==> src/rtl/nco_ctrl_pkg.sv <==
// nco_ctrl_pkg: shared types and widths for the NCO tuning controller
package nco_ctrl_pkg;
  typedef enum logic [1:0] {ST_IDLE, ST_HOLD, ST_REPEAT, ST_CHORD} state_e;
  typedef enum logic {DIR_UP, DIR_DN} dir_e;
  localparam int SHIFT_W = 5;
endpackage

==> src/rtl/btn_debounce.sv <==
// btn_debounce: 2-FF synchronizer plus stability filter for an active-low button, with press/release pulses
module btn_debounce #(
  parameter int DEBOUNCE_CYC = 270000
) (
  input  logic clk,
  input  logic rst_n,
  input  logic btn_n_i,
  output logic pressed_o,
  output logic press_o,
  output logic release_o
);
  localparam int CW = $clog2(DEBOUNCE_CYC) + 1;
  logic [1:0] sync_q;
  logic lvl_q, lvl_d, press_q, rel_q, diff, adopt;
  logic [CW-1:0] cnt_q, cnt_d;
  always_comb begin
    diff = sync_q[1] != lvl_q;
    adopt = diff && cnt_q == CW'(DEBOUNCE_CYC - 1);
    cnt_d = (diff && !adopt) ? cnt_q + CW'(1) : '0;
    lvl_d = adopt ? sync_q[1] : lvl_q;
  end
  always_ff @(posedge clk or negedge rst_n) begin
    if (!rst_n) begin
      sync_q <= '1;
      lvl_q <= 1'b1;
      cnt_q <= '0;
      press_q <= 1'b0;
      rel_q <= 1'b0;
    end else begin
      sync_q <= {sync_q[0], btn_n_i};
      lvl_q <= lvl_d;
      cnt_q <= cnt_d;
      press_q <= adopt & ~sync_q[1];
      rel_q <= adopt & sync_q[1];
    end
  end
  assign pressed_o = ~lvl_q;
  assign press_o = press_q;
  assign release_o = rel_q;
endmodule

==> src/rtl/nco_tuning_ctrl.sv <==
// nco_tuning_ctrl: button-driven saturating tuning word with auto-repeat, acceleration and toggle req/ack publish
module nco_tuning_ctrl
  import nco_ctrl_pkg::*;
#(
  parameter int               WIDTH        = 32,
  parameter logic [WIDTH-1:0] INC_RESET    = WIDTH'(1),
  parameter int               DEBOUNCE_CYC = 270000,
  parameter int               REPEAT_DELAY = 13500000,
  parameter int               REPEAT_RATE  = 2700000,
  parameter int               ACCEL_COUNT  = 8,
  parameter int               STEP_MAX     = 24
) (
  input  logic               in_clk,
  input  logic               rst_n,
  input  logic               btn1,
  input  logic               btn2,
  input  logic               upd_ack,
  output logic [WIDTH-1:0]   inc_out,
  output logic               upd_req,
  output logic [SHIFT_W-1:0] step_shift,
  output logic               busy
);
  localparam int TW = $clog2(REPEAT_DELAY > REPEAT_RATE ? REPEAT_DELAY : REPEAT_RATE) + 1;
  localparam int AW = $clog2(ACCEL_COUNT) + 1;
  state_e state_q, state_d;
  dir_e dir_q, dir_d, step_dir;
  logic p1, p2, r1, r2, d1, d2;
  logic hr, oth_p, own_r, expired, act_zero, act_rep, act_step;
  logic [WIDTH-1:0] inc_q, inc_d, out_q, out_d;
  logic [WIDTH:0] step, sum, dif;
  logic [TW-1:0] tmr_q, tmr_d;
  logic [AW-1:0] acc_q, acc_d;
  logic [SHIFT_W-1:0] shift_q, shift_d;
  logic [1:0] ack_q;
  logic chg_q, chg_d, pend_q, pend_d, req_q, req_d, busy_w, want, pub, acc_wrap;
  btn_debounce #(.DEBOUNCE_CYC(DEBOUNCE_CYC)) u_btn1 (
    .clk(in_clk), .rst_n(rst_n), .btn_n_i(btn1), .pressed_o(d1), .press_o(p1), .release_o(r1)
  );
  btn_debounce #(.DEBOUNCE_CYC(DEBOUNCE_CYC)) u_btn2 (
    .clk(in_clk), .rst_n(rst_n), .btn_n_i(btn2), .pressed_o(d2), .press_o(p2), .release_o(r2)
  );
  always_comb begin
    hr = state_q == ST_HOLD || state_q == ST_REPEAT;
    oth_p = dir_q == DIR_UP ? p2 : p1;
    own_r = dir_q == DIR_UP ? r1 : r2;
    expired = tmr_q == (state_q == ST_HOLD ? TW'(REPEAT_DELAY - 1) : TW'(REPEAT_RATE - 1));
  end
  always_comb begin
    state_d = state_q;
    dir_d = dir_q;
    case (state_q)
      ST_IDLE: begin
        state_d = (p1 && p2) ? ST_CHORD : (p1 || p2) ? ST_HOLD : ST_IDLE;
        dir_d = (p1 ^ p2) ? (p1 ? DIR_UP : DIR_DN) : dir_q;
      end
      ST_HOLD, ST_REPEAT: state_d = oth_p ? ST_CHORD : own_r ? ST_IDLE : expired ? ST_REPEAT : state_q;
      default: state_d = (d1 || d2) ? ST_CHORD : ST_IDLE;
    endcase
  end
  always_comb begin
    act_zero = (state_q == ST_IDLE && p1 && p2) || (hr && oth_p);
    act_rep = hr && !oth_p && !own_r && expired;
    act_step = (state_q == ST_IDLE && (p1 ^ p2)) || act_rep;
    step_dir = state_q == ST_IDLE ? (p1 ? DIR_UP : DIR_DN) : dir_q;
  end
  // Extra MSB catches carry/borrow so both directions clamp instead of wrapping.
  always_comb begin
    step = (WIDTH+1)'(1) << shift_q;
    sum = {1'b0, inc_q} + step;
    dif = {1'b0, inc_q} - step;
    inc_d = act_zero ? '0 : !act_step ? inc_q : step_dir == DIR_UP ? (sum[WIDTH] ? '1 : sum[WIDTH-1:0])
          : (dif[WIDTH] ? '0 : dif[WIDTH-1:0]);
    chg_d = inc_d != inc_q;
    tmr_d = (hr && state_d == state_q && !act_rep) ? tmr_q + TW'(1) : '0;
    acc_wrap = acc_q == AW'(ACCEL_COUNT - 1);
    acc_d = state_d == ST_IDLE ? '0 : act_rep ? (acc_wrap ? '0 : acc_q + AW'(1)) : acc_q;
    shift_d = state_d == ST_IDLE ? '0
            : (act_rep && acc_wrap && shift_q < SHIFT_W'(STEP_MAX)) ? shift_q + SHIFT_W'(1) : shift_q;
  end
  // A change seen while busy is parked; only the newest word goes out once ack catches up.
  always_comb begin
    busy_w = req_q != ack_q[1];
    want = chg_q | pend_q;
    pub = want & ~busy_w;
    out_d = pub ? inc_q : out_q;
    req_d = req_q ^ pub;
    pend_d = want & busy_w;
  end
  always_ff @(posedge in_clk or negedge rst_n) begin
    if (!rst_n) begin
      state_q <= ST_IDLE;
      dir_q <= DIR_UP;
      inc_q <= INC_RESET;
      out_q <= INC_RESET;
      chg_q <= 1'b0;
      pend_q <= 1'b0;
      req_q <= 1'b0;
      ack_q <= '0;
      tmr_q <= '0;
      acc_q <= '0;
      shift_q <= '0;
    end else begin
      state_q <= state_d;
      dir_q <= dir_d;
      inc_q <= inc_d;
      out_q <= out_d;
      chg_q <= chg_d;
      pend_q <= pend_d;
      req_q <= req_d;
      ack_q <= {ack_q[0], upd_ack};
      tmr_q <= tmr_d;
      acc_q <= acc_d;
      shift_q <= shift_d;
    end
  end
  assign inc_out = out_q;
  assign upd_req = req_q;
  assign step_shift = shift_q;
  assign busy = busy_w;
endmodule

==> config.mk <==
export PLATFORM = sky130hd
export DESIGN_NAME = nco_tuning_ctrl
export DESIGN_NICKNAME = d
export VERILOG_FILES = /design/src/rtl/nco_ctrl_pkg.sv /design/src/rtl/btn_debounce.sv /design/src/rtl/nco_tuning_ctrl.sv
export SDC_FILE = /design/constraint.sdc
export NUM_CORES = 1
export LEC_CHECK = 0
export CAP_MARGIN = 10
export CORE_MARGIN = 1.5
export CORE_UTILIZATION = 35
export CTS_BUF_LIST = sky130_fd_sc_hd__clkbuf_4 sky130_fd_sc_hd__clkbuf_8
export DETAILED_ROUTE_END_ITERATION = 10
export GPL_TIMING_DRIVEN = 0
export PLACE_DENSITY = 0.48
export SLEW_MARGIN = 15
export SYNTH_ARGS = -nofsm -noshare
export SYNTH_HDL_FRONTEND = slang
export SYNTH_SLANG_ARGS = --single-unit
==> constraint.sdc <==
create_clock -name in_clk -period 7.5 [get_ports in_clk]
set_input_delay 0.75 -clock in_clk [delete_from_list [all_inputs] [get_ports in_clk]]
set_output_delay 0.75 -clock in_clk [all_outputs]
set_load 0.02 [all_outputs]
==> results.md, run 1 <==
* Comb pwr share at 0.019
* Critical path class: register to register
* Clock Power Share at 0.427
* Design area at 0.0138 mm^2
* Antenna Cells at 0
* FMAX at 154 MHz
* Psw at ~0.37 mW
* Setup crit end kind: register
* CTS H-tree lvls at 4
* Initial antenna violation count at 0
* Power Internal at around 1.2 mW
* Hold Violations, Final at 0
* Routed Antenna Nets at 0
* CP max FO at 10
* Post-Syn Nets at approximately 1600
* Cts hold-fix bufs at 0
* R2R cell count at 17
* Setup violators final at 0
* Max_slew headroom at 0.345
* Max-cap violations at 0
* Via count at between 10000 and 15000
* Die X at 191 um
* Filler cells at 3558
* CTS buffer count at 17
* CP Data Arrival Time at 6.85 ns
* Io pins at 44
* Post-synthesis sequential area ratio at 0.317
* Clock root cell: clkbuf_8
* Hold slack at 0.206 ns
* Yosys cell types at between 90 and 100
* Reg power frac at 0.554
* Seq. cell area at 0.00391 mm^2
* Skew final at 0.0179 ns
* Final Max Slew Viols at 0
* Post-synth EDFFs at 0
* Worst path required time at 7.84 ns
* Worst-skew pair later-pin latency at 0.49 ns
* Layout cells sized above 1 at 0.0925
* Initial Util at 0.356
* First drt pass iteration count at 5
* Switch share at 0.244
* Final period util at 0.868
* Origin of the critical flop-to-flop path: step_shift[0]
* Slack of the worst reg-to-reg path at 0.99 ns
* Setup TNS at 0 ns
* Setup ws final at 0.991 ns
* Fin cells at 2023
* Worst slack, placed at 1.34 ns
* Post-layout nets at 1643
* Wire length per cell at 22.0 um
* CP Launch Type: register
* Reg-to-reg endpoint: chg_q
* Fin crit period at 6.51 ns
* Area occupied by multi-input gates at 0.00778 mm^2
* DP Wirelength at 34700 um
* Clock Pin Slew Worst Setup and Hold Paths at 0.09 ns
* Slew @ Worst Pin at 0.981 ns
* Vias in the first global route at 11100
* Placed Area at 0.0134 mm^2
* Area Overhead vs Synth at 11.7%
* Most frequent cells in the layout: nor2_1 (184), dfrtp_1 (148), nand2_1 (145), a21oi_1 (113), ha_1 (81)
* Placeable core region at between 0.03 and 0.04 mm^2
* CTS Buffer Depth at 2
* DRC violations left at 0
* Grt ovf at 0
* Synth Register Bits at 156
* Total track usage at 0.251
* Total Die Area at 0.0364 mm^2
* Worst IR Drop VDD at 0.0932 mV
* Syn Area/Cell at 8.27 um^2
* Most common cell after layout, fill and taps aside: nor2_1
* Cell count after synthesis at 1491
* Post-CTS sizing at 0
* Largest net degree at the start of global routing at 89
* # Post-CTS Setup Buffers at 0
* CTS tree: yes
* Placed Instances at 1991
* Total power at 1.53 mW
* Global-route wire length before repair at 68600 um
* Fin util at 0.398
* Leakage at 6.28 nW
* Die Height at 191 um
* HP Class: input pin to async pin
* Status: finished, final reports clean
* IO buf count at 43
* Synth warn at 0
* Synth Flop Type: dfrtp_1
* Drt first-iter violations at about 1200
* RD Place Congestion at 0.977
* Post-Syn Area at 0.0123 mm^2
* RSZ-0062 raised after global routing: no
* Pwr/cell area at 111 mW/mm^2
* Post-synth ARST share at 1.00
* Drt total wl at 44600 um
* Clk sink count at around 160
* Row Count at 68
* Vias/cell at 5.75
[per-layer routing]
metal,track usage,wire (um),vias up,share of wire
met5,0,0,-,0
met4,0.0960,1420,0,0.032
met3,0.0368,2940,63,0.066
met2,0.368,18900,417,0.43
met1,0.368,21300,5662,0.48
li1,-,-,5485,-
[worst max-delay path by stage]
stage | start | slack (ns) | cells past startpoint | end
after global placement | rst_n | -0.99 | 1 | inc_out[26]
final | step_shift[0] | 0.99 | 17 | chg_q
after floorplan | step_shift[1] | 3.13 | 18 | chg_q
after detailed placement | step_shift[1] | 1.34 | 17 | chg_q
after global routing | step_shift[0] | 0.94 | 17 | chg_q
after CTS | step_shift[1] | 1.30 | 17 | chg_q
[worst max-delay path, cell delays in order (launching register included)]
cell      delay (ns)
dfrtp_1         0.43
inv_1           0.15
ha_1            0.46
nor2b_1         0.84
nand2_1         0.18
ha_1            0.37
buf_4           0.20
nor4_1          0.64
nand2_1         0.13
nor4_1          0.53
o31ai_1         0.32
o211ai_1        0.35
a31oi_1         0.15
a32oi_1         0.48
o31ai_1         0.13
or4b_1          0.58
o31ai_2         0.24
nand4b_1        0.17
[sequential cells by signal (all words and copies together), names as in the netlist, 2 cells and up]
signal / flops
state_q: 2
u_btn1.sync_q: 2
step_shift: 5
inc_out: 32
u_btn1.cnt_q: 20
u_btn2.cnt_q: 20
u_btn2.sync_q: 2
acc_q: 4
ack_q: 2
inc_q: 32
tmr_q: 25
[final cells by class]
class | instances | area share
repair buffers | 45 | 0.0340
clock inverters | 14 | 0.0118
well taps | 455 | 0.0413
plain buffers | 67 | 0.0246
clock buffers | 18 | 0.0175
multi-input cells | 1189 | 0.565
inverters | 79 | 0.0215
flip-flops and latches | 156 | 0.284
[power by group through the flow]
stage | Sequential (mW) | Combinational, mW | Clock [mW]
4_1_cts | 0.849 | 0.0318 | 0.682
6_report | 0.849 | 0.0298 | 0.654
3_5_place_dp | 0.865 | 0.0319 | 0
5_1_grt | 0.850 | 0.0350 | 0.720
2_1_floorplan | 0.864 | 0.00727 | 0
3_3_place_gp | 0.866 | 0.0296 | 0
[kinds of logic after synthesis]
| kind of cell | Yosys count | share of synthesized area |
|---|---|---|
| mux | 46 | 0.0410 |
| flops | 156 | 0.317 |
| compound gates | 378 | 0.206 |
| xor+xnor | 90 | 0.0639 |
| buf+inv | 146 | 0.0516 |
| simple gates | 592 | 0.235 |
| fa+ha+maj | 83 | 0.0855 |
[cell usage after synthesis (9+ instances only)]
cell	n	area, um^2
nand3_1	53	265
nand2b_1	11	68.8
o221ai_1	9	78.8
nand2_1	145	544
nor4_1	23	144
o211ai_1	19	143
inv_1	77	289
clkbuf_1	33	124
nor2b_1	23	144
a31oi_1	15	93.8
a21o_1	17	128
and3_1	26	163
a21oi_1	113	566
mux2i_1	10	100
dfrtp_1	148	3700
o21a_1	11	82.6
buf_2	19	95.1
a211oi_1	17	128
nand4_1	25	156
nor3_1	25	125
o21ai_0	62	310
or3_1	18	113
o31ai_1	13	97.6
xnor2_1	42	368
mux2_2	36	405
and2_1	14	87.6
ha_1	81	1010
nor2_1	184	691
xor2_1	48	420
(Power assumes the default switching activity.)
==> run 2, diff against run 1 <==
--- a/config.mk
+++ b/config.mk
@@ -8,7 +8,6 @@
 export CAP_MARGIN = 10
 export CORE_MARGIN = 1.5
 export CORE_UTILIZATION = 35
-export CTS_BUF_LIST = sky130_fd_sc_hd__clkbuf_4 sky130_fd_sc_hd__clkbuf_8
 export DETAILED_ROUTE_END_ITERATION = 10
 export GPL_TIMING_DRIVEN = 0
 export PLACE_DENSITY = 0.48
@@ -16,3 +15,4 @@
 export SYNTH_ARGS = -nofsm -noshare
 export SYNTH_HDL_FRONTEND = slang
 export SYNTH_SLANG_ARGS = --single-unit
+export TNS_END_PERCENT = 1
==> results.md, run 2 (synthesis gave the netlist of run 1 again) <==
* Worst path required time at 7.79 ns (-0.05 ns)
* Drt total wl at 44600 um (about the same)
* DP Wirelength at 34700 um (unchanged)
* Placed Instances at 1991 (unchanged)
* Clock root cell: clkbuf_16
* CTS Buffer Depth at 2 (unchanged)
* Slew @ Worst Pin at 0.972 ns (-0.00861 ns)
* Design area at 0.0140 mm^2 (+1.4%)
* Post-CTS sizing at 0 (unchanged)
* Status: finished, final reports clean
* Clock Pin Slew Worst Setup and Hold Paths at 0.06 ns (-0.03 ns)
* Hold Violations, Final at 0 (unchanged)
* Worst-skew pair later-pin latency at 0.44 ns (-0.05 ns)
* Final period util at 0.857 (-0.0107)
* Setup crit end kind: register
* DRC violations left at 0 (unchanged)
* Clk sink count at 156 (unchanged)
* Max-cap violations at 0 (unchanged)
* Antenna Cells at 0 (unchanged)
* Delay of the slowest cell on the worst path at 0.84 ns (about the same)
* Max_slew headroom at 0.350 (+0.00575)
* Io pins at 44 (unchanged)
* Area Overhead vs Synth at 13.2%
* Worst slack, placed at 1.34 ns (unchanged)
* Pwr/cell area at 125 mW/mm^2 (+13%)
* # Post-CTS Setup Buffers at 0 (unchanged)
* Skew final at 0.0111 ns (-0.00685 ns)
* Initial Util at 0.356 (unchanged)
* CTS tree: yes
* Worst path slowest cell: nor2b_1
* Drt first-iter violations at 1208 (+2.9%)
* IO buf count at 43 (unchanged)
* CP Data Arrival Time at 6.72 ns (-0.13 ns)
* Setup TNS at 0 ns (unchanged)
* CTS buffer count at 17 (unchanged)
* CP max FO at 10 (unchanged)
* RD Place Congestion at 0.977 (unchanged)
* Crit-path cells: inv_1 -> ha_1 -> nor2b_1 -> nand2_1 -> ha_1 -> buf_4 -> nor4_1 -> nand2_1 -> nor4_1 -> o31ai_1 -> o211ai_1 -> a31oi_1 -> a32oi_1 -> o31ai_1 -> or4b_1 -> o31ai_2 -> nand4b_1
* Vias in the first global route at 11100 (+0.37%)
* FMAX at 156 MHz (+1.2%)
* Fin crit period at 6.43 ns (-0.0799 ns)
* Row Count at 68 (unchanged)
* Critical path class: register to register
* Met1 Use GR at 0.369 (+0.00103)
* GR peak layer: met2
* RSZ-0062 raised after global routing: no
* CP Launch Type: register
* GR Util met2 at 0.370 (+0.00112)
* Largest net degree at the start of global routing at 89 (unchanged)
* Cts hold-fix bufs at 0 (unchanged)
* Post-layout nets at 1643 (unchanged)
* Wire length per cell at 22.0 um (about the same)
* Die Height at 191 um (unchanged)
* Initial antenna violation count at 0 (unchanged)
* Layout cells sized above 1 at 0.0918 (-0.000638)
* Placed Area at 0.0134 mm^2 (unchanged)
* Total Die Area at 0.0364 mm^2 (unchanged)
* HP Class: input pin to async pin
* Most frequent cells in the layout: nor2_1 (184), dfrtp_1 (148), nand2_1 (145), a21oi_1 (113), ha_1 (81)
* Leakage at 6.36 nW (+1.3%)
* Setup ws final at 1.07 ns (+0.0799 ns)
* Total track usage at 0.251 (+0.000395)
* Met3 Use GR at 0.0379 (+0.00110)
* CTS H-tree lvls at 4 (unchanged)
* First drt pass iteration count at 5 (unchanged)
* Most common cell after layout, fill and taps aside: nor2_1
* Die X at 191 um (unchanged)
* Via count at 11700 (+0.32%)
* Setup violators final at 0 (unchanged)
* Vias/cell at 5.77 (+0.32%)
* Fin cells at 2023 (unchanged)
* Worst IR Drop VDD at 0.156 mV (+67%)
* Global-route wire length before repair at 68800 um (+0.34%)
* Final Max Slew Viols at 0 (unchanged)
* Routed Antenna Nets at 0 (unchanged)
* Grt ovf at 0 (unchanged)
* Placeable core region at 0.0346 mm^2 (unchanged)
run 2: layout make-up:
type	count	area (um^2)
Fill cell	3544	20700
Multi-Input combinational cell	1189	7780
Sequential cell	156	3910
Tap cell	455	569
Timing Repair Buffer	45	468
Clock buffer	18	429
Buffer	67	339
Inverter	79	297
Clock inverter	14	163
run 2: worst max-delay path, delay by kind of cell, from the launching register on:
family / cells / cell delay (ns)
AO/OA/AOI/OAI: 6 / 1.62
adder cells (fa/ha/maj): 2 / 0.83
buffers and inverters: 2 / 0.35
flip-flops: 1 / 0.43
AND/OR/NAND/NOR: 7 / 3.06
run 2: per-layer routing:
layer	routed length, um	vias to the layer above
met3	2890	61
met4	1430	0
met2	18900	429
met5	0	-
li1	-	5488
met1	21300	5686
run 2: stage by stage:
stage | util | total power [mW] | hold slack, ns
global placement | 0.385 | 0.895 | 0.339
global route | 0.403 | 1.82 | 0.284
detailed placement | 0.386 | 0.897 | 0.343
floorplan | - | 0.872 | 0.331
CTS | 0.403 | 1.78 | 0.268
finish | 0.403 | 1.75 | 0.253
run 2: report_power, final:
part           switching, mW  internal (mW)
Combinational         0.0226        0.00730
Clock                  0.373          0.497
Sequential           0.00316          0.847
run 2: final timing paths:
path	startpoint	end	slack, ns	cells after the start
hold / removal	rst_n	u_btn2.cnt_q[15]	0.25	1
setup reg to reg	step_shift[0]	chg_q	1.07	17
max in group asynchronous	rst_n	inc_q[30]	6.42	2
min in group in_clk	ack_q[0]	ack_q[1]	0.35	0
setup / recovery	step_shift[0]	chg_q	1.07	17
hold reg to reg	ack_q[0]	ack_q[1]	0.35	0
==> run 3, diff against run 2 <==
--- a/config.mk
+++ b/config.mk
@@ -11,6 +11,7 @@
 export DETAILED_ROUTE_END_ITERATION = 10
 export GPL_TIMING_DRIVEN = 0
 export PLACE_DENSITY = 0.48
+export REMOVE_ABC_BUFFERS = 1
 export SLEW_MARGIN = 15
 export SYNTH_ARGS = -nofsm -noshare
 export SYNTH_HDL_FRONTEND = slang
==> results.md, run 3 (synthesis gave the netlist of run 1 again) <==
* Power Internal at 1.38 mW (+2.4%)
* Wire length per cell at 21.2 um (-3.6%)
* Routed Antenna Nets at 0 (unchanged)
* Row Count at 68 (unchanged)
* Area Overhead vs Synth at 11.9%
* Vias/cell at 5.81 (+0.76%)
* Slack of the worst reg-to-reg path at 1.05 ns (-0.02 ns)
* Cts hold-fix bufs at 0 (unchanged)
* Total track usage at 0.234 (-0.0175)
* CTS tree: yes
* CTS buffer count at 17 (unchanged)
* Worst IR Drop VDD at 0.152 mV (-2.6%)
* Post-CTS sizing at 0 (unchanged)
* Layout cells sized above 1 at 0.0817 (-0.0102)
* Worst-skew pair later-pin latency at 0.43 ns (about the same)
* Placed Instances at 1928 (-3.2%)
* Antenna Cells at 0 (unchanged)
* Setup crit end kind: register
* CTS Buffer Depth at 2 (unchanged)
* FMAX at 155 MHz (-0.35%)
* Die Height at 191 um (unchanged)
* Skew final at 0.0101 ns (-0.000942 ns)
* Io pins at 44 (unchanged)
* Worst setup endpoint: chg_q
* Total Die Area at 0.0364 mm^2 (unchanged)
* Fin crit period at 6.45 ns (+0.0227 ns)
* DRC violations left at 0 (unchanged)
* CP Data Arrival Time at 6.71 ns (about the same)
* Status: finished, final reports clean
* RSZ-0062 raised after global routing: no
* Max-cap violations at 0 (unchanged)
* Worst path required time at 7.76 ns (-0.03 ns)
* CP max FO at 21 (+11)
* Worst slack, placed at 1.27 ns (-0.0703 ns)
* Drt total wl at 41700 um (-6.6%)
* Final Max Slew Viols at 0 (unchanged)
* Clk sink count at 156 (unchanged)
* Fin util at 0.398 (-0.00473)
* Placeable core region at 0.0346 mm^2 (unchanged)
* IO buf count at 43 (unchanged)
* Clock Power Share at 0.503 (+0.006)
* Most common cell after layout, fill and taps aside: nor2_1
* Psw at 0.388 mW (-2.6%)
* Setup TNS at 0 ns (unchanged)
* Via count at 11400 (-2.3%)
* R2R cell count at 14 (-3)
* Switch share at 0.219 (-0.00873)
* Clock Pin Slew Worst Setup and Hold Paths at 0.07 ns (about the same)
* Grt ovf at 0 (unchanged)
* Die X at 191 um (unchanged)
* Final period util at 0.860 (+0.00302)
* Leakage at 6.29 nW (-1.1%)
* Global-route wire length before repair at 65000 um (-5.6%)
* Setup ws final at 1.05 ns (-0.0227 ns)
* Initial Util at 0.356 (unchanged)
* Reg power frac at 0.480 (-0.006)
* Slew @ Worst Pin at 1.24 ns (+0.265 ns)
* Post-layout nets at 1581 (-3.8%)
* HP Class: input pin to async pin
* Hold Violations, Final at 0 (unchanged)
* Pwr/cell area at 128 mW/mm^2 (+2.4%)
* CTS H-tree lvls at 4 (unchanged)
* RD Place Congestion at 0.944 (-3.4%)
* Largest net degree at the start of global routing at 80 (-10%)
* # Post-CTS Setup Buffers at 0 (unchanged)
* Clock root cell: clkbuf_16
* Origin of the critical flop-to-flop path: step_shift[1]
* First drt pass iteration count at 5 (unchanged)
* CP Launch Type: register
* Initial antenna violation count at 0 (unchanged)
* Most frequent cells in the layout: nor2_1 (182), dfrtp_1 (148), nand2_1 (145), a21oi_1 (112), ha_1 (81)
* Drt first-iter violations at 1006 (-17%)
* Comb pwr share at 0.017 (about the same)
* CP startpoint: step_shift[1]
* Max_slew headroom at 0.164 (-0.186)
* Setup violators final at 0 (unchanged)
* Vias in the first global route at 11100 (-0.72%)
* DP Wirelength at 31300 um (-9.8%)
* Fin cells at 1961 (-3.1%)
* Critical path class: register to register
* Reg-to-reg endpoint: chg_q
[run 3: cell types whose count changed in the layout (fill, tap and decap cells not counted), moves of 3 or more]
cell,change
clkbuf_8,+4
buf_6,-4
buf_1,-3
buf_2,-20
buf_4,-6
clkbuf_1,-34
[run 3: cell type report]
cell class,count,area (um^2)
multi-input cells,1189,7810
clock inverters,11,134
repair buffers,50,584
flip-flops and latches,156,3910
clock buffers,21,480
well taps,455,569
fillers,3566,20800
inverters,79,297
[run 3: worst max-delay path: stages (launching register included)]
cell      delay [ns]
dfrtp_1         0.43
inv_1           0.13
ha_1            0.38
nor2b_1         0.69
nand2_1         0.23
ha_1            0.66
nand4_1         0.30
or4b_1          0.57
a21o_1          0.30
and2_1          0.55
a211oi_1        0.72
mux2i_1         0.36
or4b_1          0.50
o31ai_2         0.24
nand4b_1        0.21
[run 3: per-stage QoR]
stage / hold slack [ns] / power, mW / instance area, um^2
after detailed placement: 0.338 / 0.897 / 13200
after floorplan: 0.331 / 0.871 / 12000
after global placement: 0.335 / 0.895 / 13000
after global routing: 0.337 / 1.84 / 13800
final: 0.302 / 1.77 / 13800
after CTS: 0.320 / 1.80 / 13800
[run 3: power by group through the flow]
stage	Combinational [mW]	Clock, mW	Sequential (mW)
floorplan	0.00696	0	0.864
global placement	0.0296	0	0.865
detailed placement	0.0317	0	0.865
CTS	0.0319	0.921	0.849
global route	0.0358	0.953	0.849
finish	0.0301	0.892	0.850
[run 3: layer usage]
metal / GRT usage / routed length [um]
met1: 0.313 / 18700
met2: 0.367 / 18600
met3: 0.0462 / 2750
met4: 0.0957 / 1570
met5: 0 / 0
[run 3: how the worst min path moves through the flow]
stage                                  end  cells after the start  slack (ns)
final                     u_btn2.cnt_q[13]                      1        0.30
after global routing       u_btn2.cnt_q[7]                      1        0.34
after CTS                  u_btn2.cnt_q[7]                      1        0.32
after detailed placement          ack_q[1]                      0        0.34
after global placement            ack_q[1]                      0        0.34
after floorplan                   ack_q[1]                      0        0.33
